$ cat config.mk
export PLATFORM = sky130hd
export DESIGN_NAME = branch_redirect_unit
export DESIGN_NICKNAME = d
export VERILOG_FILES = /design/src/rtl/branch_redirect_unit.sv
export SDC_FILE = /design/constraint.sdc
export NUM_CORES = 1
export LEC_CHECK = 0
export CAP_MARGIN = 5
export CELL_PAD_IN_SITES_DETAIL_PLACEMENT = 0
export CELL_PAD_IN_SITES_GLOBAL_PLACEMENT = 1
export CORE_AREA = 3 3 130 132
export CTS_BUF_LIST = sky130_fd_sc_hd__clkbuf_16
export CTS_CLUSTER_DIAMETER = 30
export CTS_CLUSTER_SIZE = 16
export DETAILED_ROUTE_END_ITERATION = 10
export DIE_AREA = 0 0 133 135
export PLACE_DENSITY = 0.74
export SYNTH_ARGS = -nofsm -noshare
export SYNTH_HDL_FRONTEND = slang
export SYNTH_SLANG_ARGS = --single-unit
$ cat constraint.sdc
create_clock -name clk -period 3.29 [get_ports clk]
set_clock_uncertainty 0.1 [all_clocks]
set_input_delay 0.329 -clock clk [delete_from_list [all_inputs] [get_ports clk]]
set_output_delay 0.329 -clock clk [all_outputs]
set_load 0.005 [all_outputs]
$ cat src/rtl/branch_redirect_unit.sv
// Branch resolve and redirect: evaluates the captured condition, then hands the target to IF over valid/ready.
// Optional BRANCH_STATS_EN adds stat_total / stat_taken resolution counters.
//
// state      | meaning
// -----------+-----------------------------------------------------------
// S_IDLE     | ready for a branch request; capture on br_valid
// S_RESOLVE  | evaluate condition; not-taken resolves here, taken offers redirect
// S_REDIRECT | taken branch waiting for IF to accept the redirect
module branch_redirect_unit #(
    parameter int ADDR_W = 32,
    parameter int OFF_W  = 16
) (
    input  logic              clk,
    input  logic              rst,
    input  logic              br_valid,
    output logic              br_ready,
    input  logic [2:0]        br_type,
    input  logic              br_zero,
    input  logic              br_sign,
    input  logic [ADDR_W-1:0] br_pc,
    input  logic [OFF_W-1:0]  br_offset,
    output logic              redirect_valid,
    input  logic              redirect_ready,
    output logic [ADDR_W-1:0] redirect_pc,
    output logic              flush_ifid,
    output logic              resolved,
`ifdef BRANCH_STATS_EN
    output logic [31:0]       stat_total,
    output logic [31:0]       stat_taken,
`endif
    output logic              taken
);

    typedef enum logic [1:0] {
        S_IDLE     = 2'd0,
        S_RESOLVE  = 2'd1,
        S_REDIRECT = 2'd2
    } state_t;

    state_t            state_q, state_d;
    logic [2:0]        type_q, type_d;
    logic              zero_q, zero_d;
    logic              sign_q, sign_d;
    logic [ADDR_W-1:0] pc_q, pc_d;
    logic [OFF_W-1:0]  off_q, off_d;
    logic [ADDR_W-1:0] redirect_pc_q, redirect_pc_d;
    logic              done_q, done_d;

    logic              cond_taken;
    logic [ADDR_W-1:0] off_sext;
    logic [ADDR_W-1:0] target;

    always_comb begin
        cond_taken = 1'b0;
        case (type_q)
            3'd0:    cond_taken = zero_q;
            3'd1:    cond_taken = !zero_q;
            3'd2:    cond_taken = sign_q | zero_q;
            3'd3:    cond_taken = !sign_q & !zero_q;
            3'd4:    cond_taken = sign_q;
            3'd5:    cond_taken = !sign_q;
            3'd6:    cond_taken = 1'b1;
            default: cond_taken = 1'b0;
        endcase
    end

    // Word offset: sign-extend, scale by 4, add to pc+4; wraps modulo 2^ADDR_W.
    always_comb begin
        off_sext = {{(ADDR_W-OFF_W){off_q[OFF_W-1]}}, off_q};
        target   = pc_q + ADDR_W'(4) + (off_sext << 2);
    end

    always_ff @(posedge clk) begin
        if (rst) begin
            state_q       <= S_IDLE;
            type_q        <= '0;
            zero_q        <= 1'b0;
            sign_q        <= 1'b0;
            pc_q          <= '0;
            off_q         <= '0;
            redirect_pc_q <= '0;
            done_q        <= 1'b0;
        end else begin
            state_q       <= state_d;
            type_q        <= type_d;
            zero_q        <= zero_d;
            sign_q        <= sign_d;
            pc_q          <= pc_d;
            off_q         <= off_d;
            redirect_pc_q <= redirect_pc_d;
            done_q        <= done_d;
        end
    end

    always_comb begin
        state_d       = state_q;
        type_d        = type_q;
        zero_d        = zero_q;
        sign_d        = sign_q;
        pc_d          = pc_q;
        off_d         = off_q;
        redirect_pc_d = redirect_pc_q;
        done_d        = 1'b0;
        case (state_q)
            S_IDLE: begin
                if (br_valid) begin
                    type_d  = br_type;
                    zero_d  = br_zero;
                    sign_d  = br_sign;
                    pc_d    = br_pc;
                    off_d   = br_offset;
                    state_d = S_RESOLVE;
                end
            end
            S_RESOLVE: begin
                if (cond_taken) begin
                    redirect_pc_d = target;
                    // IF may accept on the very first valid cycle; that completes the redirect.
                    if (redirect_ready) begin
                        done_d  = 1'b1;
                        state_d = S_IDLE;
                    end else begin
                        state_d = S_REDIRECT;
                    end
                end else begin
                    state_d = S_IDLE;
                end
            end
            S_REDIRECT: begin
                if (redirect_ready) begin
                    done_d  = 1'b1;
                    state_d = S_IDLE;
                end
            end
            default: state_d = S_IDLE;
        endcase
    end

    always_comb begin
        br_ready       = (state_q == S_IDLE);
        redirect_valid = ((state_q == S_RESOLVE) && cond_taken) || (state_q == S_REDIRECT);
        redirect_pc    = (state_q == S_RESOLVE) ? target : redirect_pc_q;
        flush_ifid     = done_q;
        taken          = done_q;
        resolved       = done_q || ((state_q == S_RESOLVE) && !cond_taken);
    end

`ifdef BRANCH_STATS_EN
    logic [31:0] stat_total_q, stat_total_d;
    logic [31:0] stat_taken_q, stat_taken_d;

    always_comb begin
        stat_total_d = stat_total_q;
        stat_taken_d = stat_taken_q;
        if (resolved) begin
            stat_total_d = stat_total_q + 32'd1;
            if (taken) begin
                stat_taken_d = stat_taken_q + 32'd1;
            end
        end
    end

    always_ff @(posedge clk) begin
        if (rst) begin
            stat_total_q <= '0;
            stat_taken_q <= '0;
        end else begin
            stat_total_q <= stat_total_d;
            stat_taken_q <= stat_taken_d;
        end
    end

    assign stat_total = stat_total_q;
    assign stat_taken = stat_taken_q;
`endif

endmodule

Word level (Yosys, flattened, before mapping)
Index checks and enable logic that the tools add are counted.
W data, S select, Z words.
{"block": "word_totals", "regBits": 88, "in_bits": 57, "out_inout_bits": 37, "elab_cells": 44}
{"block": "op_classes", "add_sub_neg": 2, "eq_ne": 10, "mux": 10, "bitwise_logic": 2, "n_reduce_logical": 12}
{"op": "$add A32 B3 Y32 const B", "n": 1}
{"op": "$add A32 B32 Y32", "n": 1}
{"op": "$mux W32", "n": 1}
{"op": "$eq A3 B3 Y1 const B", "n": 3}
{"op": "$mux W2", "n": 4}
{"op": "$pmux W1 S7", "n": 1}
{"op": "$eq A3 B2 Y1 const B", "n": 2}
{"op": "$pmux W2 S3", "n": 1}
{"op": "$reduce_and A2 Y1", "n": 3}
{"op": "$ne A2 B2 Y1 const B", "n": 2}
{"op": "$eq A3 B1 Y1 const B", "n": 1}
{"op": "$logic_not A1 Y1", "n": 3}
{"op": "$logic_not A3 Y1", "n": 1}
{"op": "$eq A2 B1 Y1 const B", "n": 1}
{"op": "$eq A2 B2 Y1 const B", "n": 1}
{"op": "$logic_and A1 B1 Y1", "n": 2}
{"op": "$logic_not A2 Y1", "n": 1}
{"op": "$logic_or A1 B1 Y1", "n": 2}
{"op": "$mux W1", "n": 2}
{"op": "$pmux W1 S2", "n": 1}
{"op": "$and A1 B1 Y1", "n": 1}
{"op": "$or A1 B1 Y1", "n": 1}

Depth between registers and ports, before layout
Gate-level depths: netlist of run 1.
{"block": "depth", "word_depth": 6, "mapped_depth": 12, "depth_no_buf": 12}

Least setup slack after synthesis of run 1
OpenSTA, ideal clock, no wires.
{"block": "synth_path", "kind": "reg-to-output", "startpoint": "register off_q[15]", "endpoint": "output port redirect_pc[31]", "arrival_ps": 2803, "required_time_ps": 2861, "setup_slack_ps": 58, "stages_incl_launch_ff": 11, "cell_sequence": "dfxtp_1 ha_1 ha_1 clkbuf_8 a21oi_1 o2111ai_1 a311o_1 o211ai_1 a21oi_2 or4b_1 o221ai_1"}
{"block": "synth_via", "elab_chain_len": 2}
{"element": "start, declared", "line_no": "45", "source": "logic [OFF_W-1:0] off_q, off_d;"}
{"element": "start signal, assigned", "line_no": "80", "source": "off_q <= '0;"}
{"element": "start signal, assigned", "line_no": "89", "source": "off_q <= off_d;"}
{"element": "$add A32 B32 Y32", "line_no": "70", "source": "target = pc_q + ADDR_W'(4) + (off_sext << 2);"}
{"element": "$mux W32", "line_no": "142", "source": "redirect_pc = (state_q == S_RESOLVE) ? target : redirect_pc_q;"}
{"element": "end, declared", "line_no": "24", "source": "output logic [ADDR_W-1:0] redirect_pc,"}
Every way passes these cells.

Final worst setup path of run 1
{"block": "layout_path", "startpoint": "register pc_q[3]", "endpoint": "output port redirect_pc[31]"}
{"block": "layout_via", "elab_chain_len": 3}
{"element": "start, declared", "line_no": "44", "source": "logic [ADDR_W-1:0] pc_q, pc_d;"}
{"element": "start signal, assigned", "line_no": "88", "source": "pc_q <= pc_d;"}
{"element": "$add A32 B3 Y32", "line_no": "70"}
{"element": "$add A32 B32 Y32", "line_no": "70"}
{"element": "$mux W32", "line_no": "142"}
Every way passes these cells.

==> metrics.md, run 1 <==
| Metric | Value |
|---|---|
| Commonest cells after routing, fill and taps aside | `169 x nand2_1, 111 x buf_4, 89 x a21oi_1, 71 x clkdlybuf4s50_1, 69 x dfxtp_1` |
| Nets | `1027` |
| Share of cells above drive strength 1 | `35.9%` |
| Min-delay src | `redirect_pc_q[22]$_SDFFE_PP0P_` |
| CTS Buffer Depth | `2` |
| Run status | `finished, violations left` |
| Vias in the first global route | `6037` |
| Slew headroom | `37.2%` |
| Crit path time final | `3.62 ns` |
| RSZ-0062 raised after global routing | `true` |
| Reg2reg end | `redirect_pc_q[29]$_SDFFE_PP0P_` |
| Worst r2r path cells | `13` |
| Critical path startpoint | `pc_q[3]$_SDFFE_PP0P_` |
| Synth area leaders | `dfxtp_1 31%, ha_1 13%, nand2_1 11%` |
| Critical path required time | `2.86 ns` |
| Port Buf Inserts | `93` |
| Synth Register Bits | `88` |
| Final WL | `18500 um` |
| Post-DP HPWL | `12200 um` |
| CTS root buf | `clkbuf_16` |
| Seq/Total Area, Yosys | `31.0%` |
| Reg clk slew, reported paths | `0.07 ns` |
| Most common cell after layout, fill and taps aside | `nand2_1` |
| Gate Count Post-Synth | `719` |
| Cts bufs inserted | `9` |
| Row count | `46` |
| GRT Overall Usage | `20.2%` |
| Hold Path Depth | `2` |
| Vias per inst | `5.24` |
| DRT Pass-1 Iters | `4` |
| Most Crowded Layer GR | `met2` |
| Worst setup SP type | `register` |
| Max Freq | `276 MHz` |
| Largest area contributor in the netlist | `dfxtp_1` |
| Endpoints failing setup | `18` |
| Final Cycle Share | `110%` |
| Crit end category | `output port` |
| HP Class | `register to register` |
| Initial antenna violation count | `0` |
| Largest stage delay, worst path | `0.49 ns` |
| Synthesized Nets | `837` |
| RePlAce Congestion | `0.919` |
| Least-Margin Pin Slew | `0.941 ns` |
| Slew Limit Fails | `0` |
| Fillers | `1382` |
| Worst Setup Slack, final | `-0.334 ns` |
| Pwr Density | `336 nW/um^2` |
| Die Ht | `135 um` |
| Die footprint | `18000 um^2` |
| Die X | `133 um` |
| Initial core utilization | `35.8%` |
| Hold worst-path end | `redirect_pc_q[22]$_SDFFE_PP0P_` |
| 1st-iter DRT viols | `319` |
| Reg2reg start | `pc_q[3]$_SDFFE_PP0P_` |
| Sw Share | `30.8%` |
| Congestion Overflow GR | `0` |
| Wirelength per Cell | `16.3 um` |
| Final ANT Viol Nets | `0` |
| Met2 usage | `35.4%` |
| LEAKAGE | `0.00369 uW` |
| Diodes inserted | `0` |
| CP Max Fanout | `3` |
| Critical Path AT | `3.20 ns` |
| WS Path Type | `register to output port` |
| MaxCap Viol Count | `0` |
| Largest net degree at the start of global routing | `85` |
| Sequential Power Share | `38.5%` |
| Vias | `5921` |
| Residual DRC | `0` |
| First-pass GRT wire length | `29600 um` |
| Max H-tree Level | `3` |
| FFs w/ async S/R, synth | `0%` |
| Crit-path most repeated cell | `ha_4` |
| Number of flops mapped to enable cells by yosys | `0` |
| Post-Syn Area | `5670 um^2` |
| I/O Pins | `94` |
| CP cell instances | `ha_4 -> ha_4 -> fa_2 -> a21o_1 -> a221oi_2 -> and4_4 -> or4b_4 -> a21oi_4 -> or4b_1 -> o221ai_2 -> buf_2` |
| CTS tree | `done` |
| Synth Warn # | `0` |
| Setup TNS | `-2.64 ns` |
| Top-area cell type share of the netlist area | `31.0%` |
| Sink Count | `88` |
| Synth cell types | `68` |
| Core ar. | `15800 um^2` |
| Syn avg cell area | `7.89 um^2` |
| Final-report hold violation count | `0` |
| Switching power | `928 uW` |
| Met3 GRT Util | `3.99%` |
| Clk_lat worst skew | `0.35 ns` |
| Area Overhead vs Synth | `58.4%` |
| Cell internal pwr | `2090 uW` |
| Met1 Track Usage GR | `24.6%` |
| Post-synth top flop | `dfxtp_1` |
| Comb power frac | `29.7%` |
| Failing checks | `setup timing` |
| Pwr Total | `3020 uW` |
| Worst path slowest cell | `or4b_1` |
| Slack of the worst reg-to-reg path | `0.18 ns` |
| VDD IR-drop max | `0.240 mV` |
| Clk network pwr share | `31.8%` |
## sequential cells by signal, summed over array words and instances (netlist names)
register,flops
pc_q,32
redirect_pc_q,32
off_q,16
type_q,3
state_q,2
flush_ifid,1
sign_q,1
zero_q,1
## cell usage after synthesis, drive strengths merged (2+ instances only)
master,instances
nand2,171
a21oi,111
dfxtp,88
ha,60
clkbuf,35
nor2,28
o21ai,21
mux2,20
inv,17
nand3,16
a21o,15
xnor2,15
nand4,9
o211ai,8
and3,7
buf,7
nor3,7
a211oi,6
xor2,6
nor2b,5
nor4,5
or3,5
nand3b,4
o311ai,4
o31ai,4
a2111oi,3
a311o,3
a31oi,3
and4,3
mux2i,3
nand2b,3
or4,3
and2,2
o22ai,2
or4b,2
## power by group through the flow
stage / logic, uW / clock network [uW] / registers (uW)
after floorplan: 391 / 0 / 1170
after global placement: 703 / 0 / 1170
after detailed placement: 710 / 0 / 1170
after CTS: 839 / 992 / 1160
after global routing: 971 / 1050 / 1170
final: 895 / 961 / 1160
## final cells by class
class                           instances  area, um^2  area share (%)
Clock buffer                            9         225            2.51
Clock inverter                          7        48.8           0.543
Inverter                               18        67.6           0.752
Multi-Input combinational cell        571        4680            52.1
Sequential cell                        88        1790            19.9
Tap cell                              216         270            3.01
Timing Repair Buffer                  221        1910            21.2
## metal layers
| metal | vias up | wire [um] | share of wire, % |
|---|---|---|---|
| li1 | 2916 | - | - |
| met1 | 2822 | 7970 | 43 |
| met2 | 143 | 9320 | 50 |
| met3 | 40 | 755 | 4.1 |
| met4 | 0 | 426 | 2.3 |
| met5 | - | 0 | 0 |
## cells by family (layout without fill, tap and decap cells)
group / Yosys count / in the layout / synth area share, %
adder cells (fa/ha/maj): 61 / 61 / 13.6
AND/OR/NAND/NOR: 273 / 273 / 21.7
XOR/XNOR: 21 / 21 / 3.24
AO/OA/AOI/OAI: 193 / 193 / 20.9
multiplexers: 23 / 23 / 4.50
flip-flops: 88 / 88 / 31.0
buffers and inverters: 60 / 255 / 5.03
## critical path: cells and delay by family (launching register included)
family / cells / cell delay [ns]
flip-flops: 1 / 0.34
adder cells (fa/ha/maj): 3 / 0.78
AND/OR/NAND/NOR: 3 / 0.92
buffers and inverters: 1 / 0.14
AO/OA/AOI/OAI: 4 / 0.66
## worst max-delay path by stage
stage | to | slack, ns | depth (start not counted)
floorplan | redirect_pc[31] | 0.06 | 10
global placement | redirect_pc[31] | -0.46 | 11
detailed placement | redirect_pc[31] | -0.54 | 11
CTS | redirect_pc[31] | -0.32 | 11
global route | redirect_pc[19] | -0.40 | 12
finish | redirect_pc[31] | -0.33 | 11
## per-stage QoR
| stage | hold slack [ns] | setup WS [ns] | instance area, um^2 | std cells | utilization [%] |
|---|---|---|---|---|---|
| 2_1_floorplan | 0.332 | 0.0576 | 5670 | 719 | - |
| 3_3_place_gp | 0.340 | -0.465 | 7400 | 1083 | 46.7 |
| 3_5_place_dp | 0.347 | -0.543 | 7400 | 1083 | 46.7 |
| 4_1_cts | 0.355 | -0.320 | 8660 | 1122 | 54.7 |
| 5_1_grt | 0.375 | -0.405 | 8990 | 1130 | 56.8 |
| 6_report | 0.352 | -0.334 | 8990 | 1130 | 56.8 |
## timing repair
item,CTS,global route
buffers inserted,26,11
hold buffers,0,0
pin swaps,59,37
setup endpoints to repair,25,25
gates resized for setup,211,63
No activity file was read; power rests on OpenSTA's default activity.
==> inputs of run 2 (changes only) <==
- MAX_ROUTING_LAYER: default -> met4
==> run 2 against run 1 <==
  * The run still ends with setup timing left
  * Flip-flop and latch count unchanged
  * Worst setup slack better by 0.032 ns
  * Fmax up 0.90%
  * First-iteration DRC count down 2.5%
  * Worst hold slack better by 0.0017 ns
  * Highest routed layer unchanged
  * Critical path depth unchanged
==> metrics.md, run 2 (synthesized netlist as in run 1, its figures left out) <==
| Metric | Value |
|---|---|
| Endpoints failing setup | `17` |
| Final ANT Viol Nets | `0` |
| Most common cell after layout, fill and taps aside | `nand2_1` |
| Pre-CTS setup slack | `-0.510 ns` |
| Slew headroom | `36.3%` |
| DRT Pass-1 Iters | `5` |
| Initial core utilization | `35.8%` |
| Initial antenna violation count | `0` |
| Post-DP HPWL | `12300 um` |
| First-pass GRT wire length | `30400 um` |
| HP Class | `register to register` |
| Pwr Density | `327 nW/um^2` |
| Least-Margin Pin Slew | `0.955 ns` |
| Vias per inst | `5.28` |
| Die footprint | `18000 um^2` |
| Vias | `6039` |
| VDD IR-drop max | `0.290 mV` |
| Placed instance count | `1083` |
| Diodes inserted | `0` |
| CP Max Fanout | `3` |
| Run status | `finished, violations left` |
| Core ar. | `15800 um^2` |
| Regs by FF count | `pc_q (32), redirect_pc_q (32), off_q (16)` |
| Failing checks | `setup timing` |
| I/O Pins | `94` |
| Crit path time final | `3.59 ns` |
| WS Path Type | `register to output port` |
| Min-delay src | `redirect_pc_q[1]$_SDFFE_PP0P_` |
| GRT Overall Usage | `21.3%` |
| Worst Setup Slack, final | `-0.302 ns` |
| MaxCap Viol Count | `0` |
| Non-filler cells, final | `1143` |
| Critical Path AT | `3.16 ns` |
| Hold Path Depth | `2` |
| Port Buf Inserts | `93` |
| Congestion Overflow GR | `0` |
| Crit end category | `output port` |
| Area Overhead vs Synth | `65.4%` |
| CTS Buffer Depth | `2` |
| LEAKAGE | `0.00389 uW` |
| Worst r2r path cells | `12` |
| Clk_lat worst skew | `0.35 ns` |
| CP bufs+invs | `1` |
| Sink Count | `88` |
| CP cell instances | `ha_4 -> ha_4 -> fa_2 -> a21o_1 -> a221oi_2 -> and4_4 -> or4b_4 -> a21oi_2 -> or4b_1 -> o221ai_2 -> buf_2` |
| Vias in the first global route | `6169` |
| Share of cells above drive strength 1 | `39.9%` |
| CTS root buf | `clkbuf_16` |
| Commonest cells after routing, fill and taps aside | `162 x nand2_1, 124 x buf_4, 89 x a21oi_1, 67 x dfxtp_1, 67 x clkdlybuf4s50_1` |
| RSZ-0062 raised after global routing | `true` |
| Max H-tree Level | `3` |
| Residual DRC | `0` |
| Final WL | `19200 um` |
| Slew Limit Fails | `0` |
| Max Freq | `278 MHz` |
| Pwr Total | `3070 uW` |
| Slack of the worst reg-to-reg path | `0.24 ns` |
| CTS tree | `done` |
| Reg2reg end | `redirect_pc_q[23]$_SDFFE_PP0P_` |
| Largest stage delay, worst path | `0.50 ns` |
| Worst setup SP type | `register` |
| Setup TNS | `-2.56 ns` |
| Hold worst-path end | `redirect_pc_q[1]$_SDFFE_PP0P_` |
| Cts bufs inserted | `9` |
| Largest net degree at the start of global routing | `85` |
| Die X | `133 um` |
| Crit-path most repeated cell | `ha_4` |
| Core Util, Final | `59.3%` |
| Nets | `1041` |
| Family with the most delay on the worst path | `simple AND/OR/NAND/NOR gates` |
| Critical path required time | `2.86 ns` |
| 1st-iter DRT viols | `311` |
| Final Cycle Share | `109%` |
| Reg2reg start | `off_q[1]$_SDFFE_PP0P_` |
| RePlAce Congestion | `0.937` |
| Reg clk slew, reported paths | `0.06 ns` |
| Wirelength per Cell | `16.8 um` |
| Row count | `46` |
| Worst path slowest cell | `or4b_1` |
| Final-report hold violation count | `0` |
| Die Ht | `135 um` |
-- run 2: changes by cell type in the layout (fill, tap and decap cells not counted), sizes merged --
cell           change
buf               +12
clkdlybuf4s50      -4
clkbuf             +3
dlymetal6s2s       +3
clkinv             +2
clkinvlp           -2
inv                -1
-- run 2: repair_timing --
item                                    in CTS  in global routing
gates resized for setup                    229                 95
buffers inserted                            30                 20
hold buffers                                 0                  0
endpoints found under the setup margin      24                 24
pin swaps                                   75                 46
gates cloned                                 1                  0
-- run 2: worst reg2reg max path: stages, from the launching register on --
cell	delay, ns
dfxtp_2	0.34
ha_4	0.24
ha_4	0.16
fa_2	0.33
a21o_1	0.23
a22o_1	0.23
o211ai_1	0.18
buf_4	0.17
buf_4	0.10
a21oi_1	0.08
o21ai_1	0.20
or3b_2	0.46
a21oi_1	0.13
-- run 2: layer usage --
layer	routed length [um]	part of all wire (%)	track usage (%)
met4	284	1.5	6.24
met1	8440	44	25.1
met3	623	3.2	4.40
met5	0	0	-
met2	9890	51	36.8
-- run 2: worst max path at each step --
stage | endpoint | depth (start not counted) | start | slack, ns
2_1_floorplan | redirect_pc[31] | 10 | off_q[15]$_SDFFE_PP0P_ | 0.06
3_3_place_gp | redirect_pc[31] | 11 | pc_q[3]$_SDFFE_PP0P_ | -0.46
3_5_place_dp | redirect_pc[31] | 11 | pc_q[3]$_SDFFE_PP0P_ | -0.51
4_1_cts | redirect_pc[31] | 11 | off_q[1]$_SDFFE_PP0P_ | -0.29
5_1_grt | redirect_pc[31] | 11 | off_q[1]$_SDFFE_PP0P_ | -0.39
6_report | redirect_pc[31] | 11 | off_q[1]$_SDFFE_PP0P_ | -0.30
-- run 2: cell type report --
cell class | count | area (um^2)
well taps | 216 | 270
clock inverters | 6 | 38.8
flip-flops and latches | 88 | 1790
clock buffers | 9 | 225
repair buffers | 235 | 2050
fillers | 1328 | 6440
multi-input cells | 571 | 4950
inverters | 18 | 67.6
-- run 2: where the power goes --
| group | internal, uW | total (uW) | leakage [uW] | switching, uW |
|---|---|---|---|---|
| sequential | 1120 | 1170 | 0.000727 | 45.5 |
| clock | 504 | 942 | 0.000132 | 438 |
| combinational | 494 | 958 | 0.00303 | 465 |
| total | 2120 | 3070 | 0.00389 | 948 |
-- run 2: stage by stage --
stage	hold slack, ns	cell area, um^2
floorplan	0.332	5670
global placement	0.340	7400
detailed placement	0.345	7400
CTS	0.354	8900
global route	0.378	9390
finish	0.354	9390
==> RTL edit 1, RTL diff (config.mk and constraints of run 2) <==
Change the parameter `OFF_W` from 16 to 24.
--- a/src/rtl/branch_redirect_unit.sv
+++ b/src/rtl/branch_redirect_unit.sv
@@ -8,7 +8,7 @@
 // S_REDIRECT | taken branch waiting for IF to accept the redirect
 module branch_redirect_unit #(
     parameter int ADDR_W = 32,
-    parameter int OFF_W  = 16
+    parameter int OFF_W  = 24
 ) (
     input  logic              clk,
     input  logic              rst,
Interface: changed (resized br_offset); port bits go from 94 to 102. No check against the original RTL was run, so the function may have changed too.
==> RTL edit 1 against run 2 <==
- the run still ends with negative setup slack left
- clock power is 1% higher
- die area stayed put
- critical path type unchanged
- critical endpoint is now redirect_pc[21]
- area after synthesis is 3.7% higher
- final area is 5.5% lower
- sequential share of layout area is 2.9 points higher
- cell count is 2.2% lower
- fmax is 3.9% higher
- sequential cell count is 8 higher
- synthesized cell count is 3.1% higher
- total power is 1.2% higher
- wire length is 10% lower
- worst setup slack better by 0.14 ns
- utilization is 3.2 points lower
- combinational power is 8.4% lower
==> RTL edit 1: results <==
{
  "status": "complete, but fails checks",
  "violations": "negative setup slack",
  "ys_seq_area_share_pct": 32.67,
  "rr_startpoint": "pc_q[7]$_SDFFE_PP0P_",
  "grt_use_met1_pct": 26.66,
  "synth_nets": 867,
  "avgRoutedWirePerCell_um": 15.47,
  "min_path_type": "in2reg",
  "met1_length_um": 8203,
  "grt_pass1_vias": 5726,
  "powerDensity_mw_per_mm2": 349.8,
  "comb_power_share_pct": 28.3,
  "grt_pass1_wl_um": 28190,
  "cp_max_fo": 4,
  "synth.area.top_cells": "dfxtp_1, ha_1, nand2_1, a21oi_1, mux2_2",
  "grt_max_degree": 62,
  "slowest_delay_ns": 0.35,
  "met3_wirelength_um": 668,
  "drive_above_1_share_pct": 31.04,
  "synth_common_cells": "nand2_1, a21oi_1, dfxtp_1, ha_1, clkbuf_1",
  "synthArstFlopShare_pct": 0,
  "placed_area_mm2": 0.007525,
  "top_regs": "pc_q (32), redirect_pc_q (32), off_q (24)",
  "r2r_cells": 13,
  "grtUsageTotal_pct": 19.75,
  "finalWorstSetupSlack_ns": -0.1669,
  "wl_met2_um": 8174,
  "leakage_nw": 3.506,
  "cp-endpoint": "redirect_pc[21]",
  "r2r_slack_ns": 0.39,
  "pre_cts_ws_ns": -0.2397,
  "nFillCells": 1423,
  "clk_latency_ns": 0.35,
  "grtUsageMet3_pct": 2.496,
  "r2r_end": "redirect_pc_q[30]$_SDFFE_PP0P_",
  "hold-path-endpoint": "redirect_pc_q[24]$_SDFFE_PP0P_",
  "use_met2_pct": 31.12,
  "max-vdd-ir-drop_uv": 256.2,
  "io_buffers": 101,
  "vias": 5819,
  "min_from": "rst",
  "cp.arrival_ns": 3.03,
  "slew_headroom_pct": 25.07,
  "drt-initial-drc-count": 423,
  "crit_family": "adder cells",
  "setup_viol": 13
}
## RTL edit 1: changes by cell type in the layout (fill, tap and decap cells not counted), sizes merged, moves of 5 or more
cell           before  now
buf               158  104
clkdlybuf4s50      67   79
dfxtp              88   96
inv                18   12
nand2             171  176
o21a                1    6
## RTL edit 1: final cells by class
class                   instances  area share (%)
clock buffers                   9           2.538
clock inverters                 7          0.4371
inverters                      12          0.5358
multi-input cells             588           52.26
flip-flops and latches         96           22.01
well taps                     216           3.046
repair buffers                190           19.18
## RTL edit 1: timing repair
| item | CTS | global route |
|---|---|---|
| gates cloned | 0 | 0 |
| pin swaps | 54 | 29 |
| endpoints found under the setup margin | 24 | 20 |
| setup buffers | 12 | 6 |
| resized for setup | 203 | 51 |
## RTL edit 1: through the flow
step                      cells  utilization (%)  TNS, ns  hold WS [ns]
after floorplan             741                -        0        0.3338
after global placement     1084            47.54   -1.657        0.3386
after detailed placement   1084            47.54   -2.211        0.3481
after CTS                  1112            54.21  -0.9759        0.3052
after global routing       1118            56.06   -2.418        0.3330
final                      1118            56.06   -1.088        0.3179
## RTL edit 1: cell families (layout without fill, tap and decap cells)
| group | Yosys count | after routing | synth area share (%) |
|---|---|---|---|
| buffers and inverters | 57 | 218 | 3.999 |
| AND/OR/NAND/NOR | 284 | 284 | 21.80 |
| AO/OA/AOI/OAI | 195 | 195 | 20.29 |
| XOR/XNOR | 25 | 25 | 3.723 |
| multiplexers | 23 | 23 | 4.403 |
| adder cells (fa/ha/maj) | 61 | 61 | 13.10 |
| flip-flops | 96 | 96 | 32.67 |
==> RTL edit 2, RTL diff (flow settings as in run 2) <==
Without the edit above. The 3 states of `state_t` get a one-hot encoding in 3 bits.
--- a/src/rtl/branch_redirect_unit.sv
+++ b/src/rtl/branch_redirect_unit.sv
@@ -31,10 +31,10 @@
     output logic              taken
 );
 
-    typedef enum logic [1:0] {
-        S_IDLE     = 2'd0,
-        S_RESOLVE  = 2'd1,
-        S_REDIRECT = 2'd2
+    typedef enum logic [2:0] {
+        S_IDLE     = 3'b001,
+        S_RESOLVE  = 3'b010,
+        S_REDIRECT = 3'b100
     } state_t;
 
     state_t            state_q, state_d;
Behaviour: same outputs for any inputs over 4 cycles, from zero or initial values and one cycle with rst high; so few cycles prove little.
==> RTL edit 2 against run 2 <==
- combinational power down 23%
- the flow still finishes with violations (negative setup slack)
- die area unchanged
- clock power up 10%
- area after synthesis down 3.5%
- worst setup slack worse by 0.032 ns
- first-iteration DRC count down 10%
- final area down 8.3%
- total power down 4.1%
- sequential share of layout area up 1.8 points
- count of clock-buffer cells in the layout unchanged
- wire length down 11%
- sequential cell count up 1
==> RTL edit 2: results <==
{
  "synth_common_cells": "nand2_1, a21oi_1, dfxtp_1, o21ai_0, ha_1",
  "setup_tns_ns": -2.066,
  "met3_wirelength_um": 586,
  "grt_pass1_wl_um": 27410,
  "regArea_mm2": 0.001794,
  "synth.distinct_cells": 60,
  "grt_max_degree": 63,
  "synth_nets": 843,
  "avgRoutedWirePerCell_um": 14.87,
  "finalWorstSetupSlack_ns": -0.3340,
  "crit_family": "compound AO/OA/AOI/OAI gates",
  "syn_inst": 728,
  "grtUsageMet3_pct": 2.645,
  "n_all_buffers": 227,
  "gp_congestion": 0.8328,
  "nFillCells": 1441,
  "nNonClkInverters": 17,
  "drive_above_1_share_pct": 30.72,
  "leakage_nw": 3.454,
  "multi_input_area_share_pct": 49.94,
  "viasPerCell": 4.971,
  "pre_cts_ws_ns": -0.5057,
  "grt_use_met1_pct": 24.91,
  "slowest_delay_ns": 0.37,
  "crit_slowest_cell": "fa_2",
  "ys_seq_area_share_pct": 32.53,
  "use_met2_pct": 30.95,
  "worstMarginPinSlew_ns": 0.7010,
  "setup_viol": 11,
  "max-vdd-ir-drop_uv": 253.7,
  "grt_pass1_vias": 5739,
  "totalWireLength_um": 17050,
  "wl_met2_um": 7980,
  "placedCellCount": 1102,
  "diodes": 0,
  "violations": "negative setup slack",
  "drt-initial-drc-count": 280,
  "seq_cell_count": 89,
  "status": "complete, but fails checks",
  "dp_hpwl_um": 12160,
  "cp.arrival_ns": 3.20,
  "met1_length_um": 8217,
  "clk_share_pct": 3.417,
  "nMultiInputCombCells": 582
}
RTL edit 2: cell count changes after synthesis, moves of 8 or more:
cell            run 2  this run
o21ai_0            20        58
a21oi_1           110        94
nand2_1           171       195
xor2_1              6        16
buf_2               0         8
mux2_2             20         0
a21o_1             14         5
nand3_1            16         8
RTL edit 2: metrics by stage:
stage | utilization (%) | cell area (µm²) | power (mW)
final | 54.37 | 8606 | 2.942
after global routing | 54.37 | 8606 | 3.088
after CTS | 52.36 | 8287 | 2.919
after detailed placement | 46.12 | 7300 | 1.744
after global placement | 46.12 | 7300 | 1.736
after floorplan | - | 5478 | 1.464
RTL edit 2: logic make-up (layout without fill, tap and decap cells):
group	count (synthesis)	after routing	synth area share, %
flip-flops	89	89	32.53
adder cells (fa/ha/maj)	58	58	13.39
multiplexers	3	3	0.5710
AND/OR/NAND/NOR	291	291	23.30
XOR/XNOR	28	28	4.614
buffers and inverters	57	260	4.431
AO/OA/AOI/OAI	202	202	21.17
RTL edit 2: repair_timing:
item,CTS,global route
pin swaps,45,38
setup buffers,20,11
hold endpoints to repair,0,0
resized for setup,149,69
setup endpoints to repair,25,26
hold buffers,0,0
RTL edit 2: worst paths after layout:
| check | startpoint | endpoint | depth (start not counted) | slack [ns] |
|---|---|---|---|---|
| setup / recovery | off_q[1]$_SDFFE_PP0P_ | redirect_pc[25] | 12 | -0.33 |
| setup reg to reg | off_q[15]$_SDFFE_PP0P_ | redirect_pc_q[30]$_SDFFE_PP0P_ | 18 | 0.19 |
| hold / removal | redirect_pc_q[25]$_SDFFE_PP0P_ | redirect_pc_q[25]$_SDFFE_PP0P_ | 2 | 0.35 |
| hold reg to reg | redirect_pc_q[25]$_SDFFE_PP0P_ | redirect_pc_q[25]$_SDFFE_PP0P_ | 2 | 0.35 |
RTL edit 2: power groups by stage:
| stage | logic, mW | clock network (mW) | registers, mW |
|---|---|---|---|
| 2_1_floorplan | 0.297 | 0 | 1.17 |
| 3_3_place_gp | 0.565 | 0 | 1.17 |
| 3_5_place_dp | 0.571 | 0 | 1.17 |
| 4_1_cts | 0.688 | 1.08 | 1.15 |
| 5_1_grt | 0.805 | 1.12 | 1.16 |
| 6_report | 0.739 | 1.04 | 1.16 |
RTL edit 2: worst reg2reg max path, stage by stage, from the launching register on:
cell and delay, ns:
dfxtp_2 0.33, buf_12 0.15, ha_1 0.28, ha_2 0.35
buf_4 0.15, nand2_1 0.09, buf_4 0.13, nor2_2 0.04
buf_4 0.13, a21o_1 0.18, nand2_1 0.08, a31oi_2 0.10
buf_4 0.15, buf_4 0.12, buf_4 0.12, buf_4 0.12
buf_4 0.12, buf_4 0.11, o31ai_1 0.19
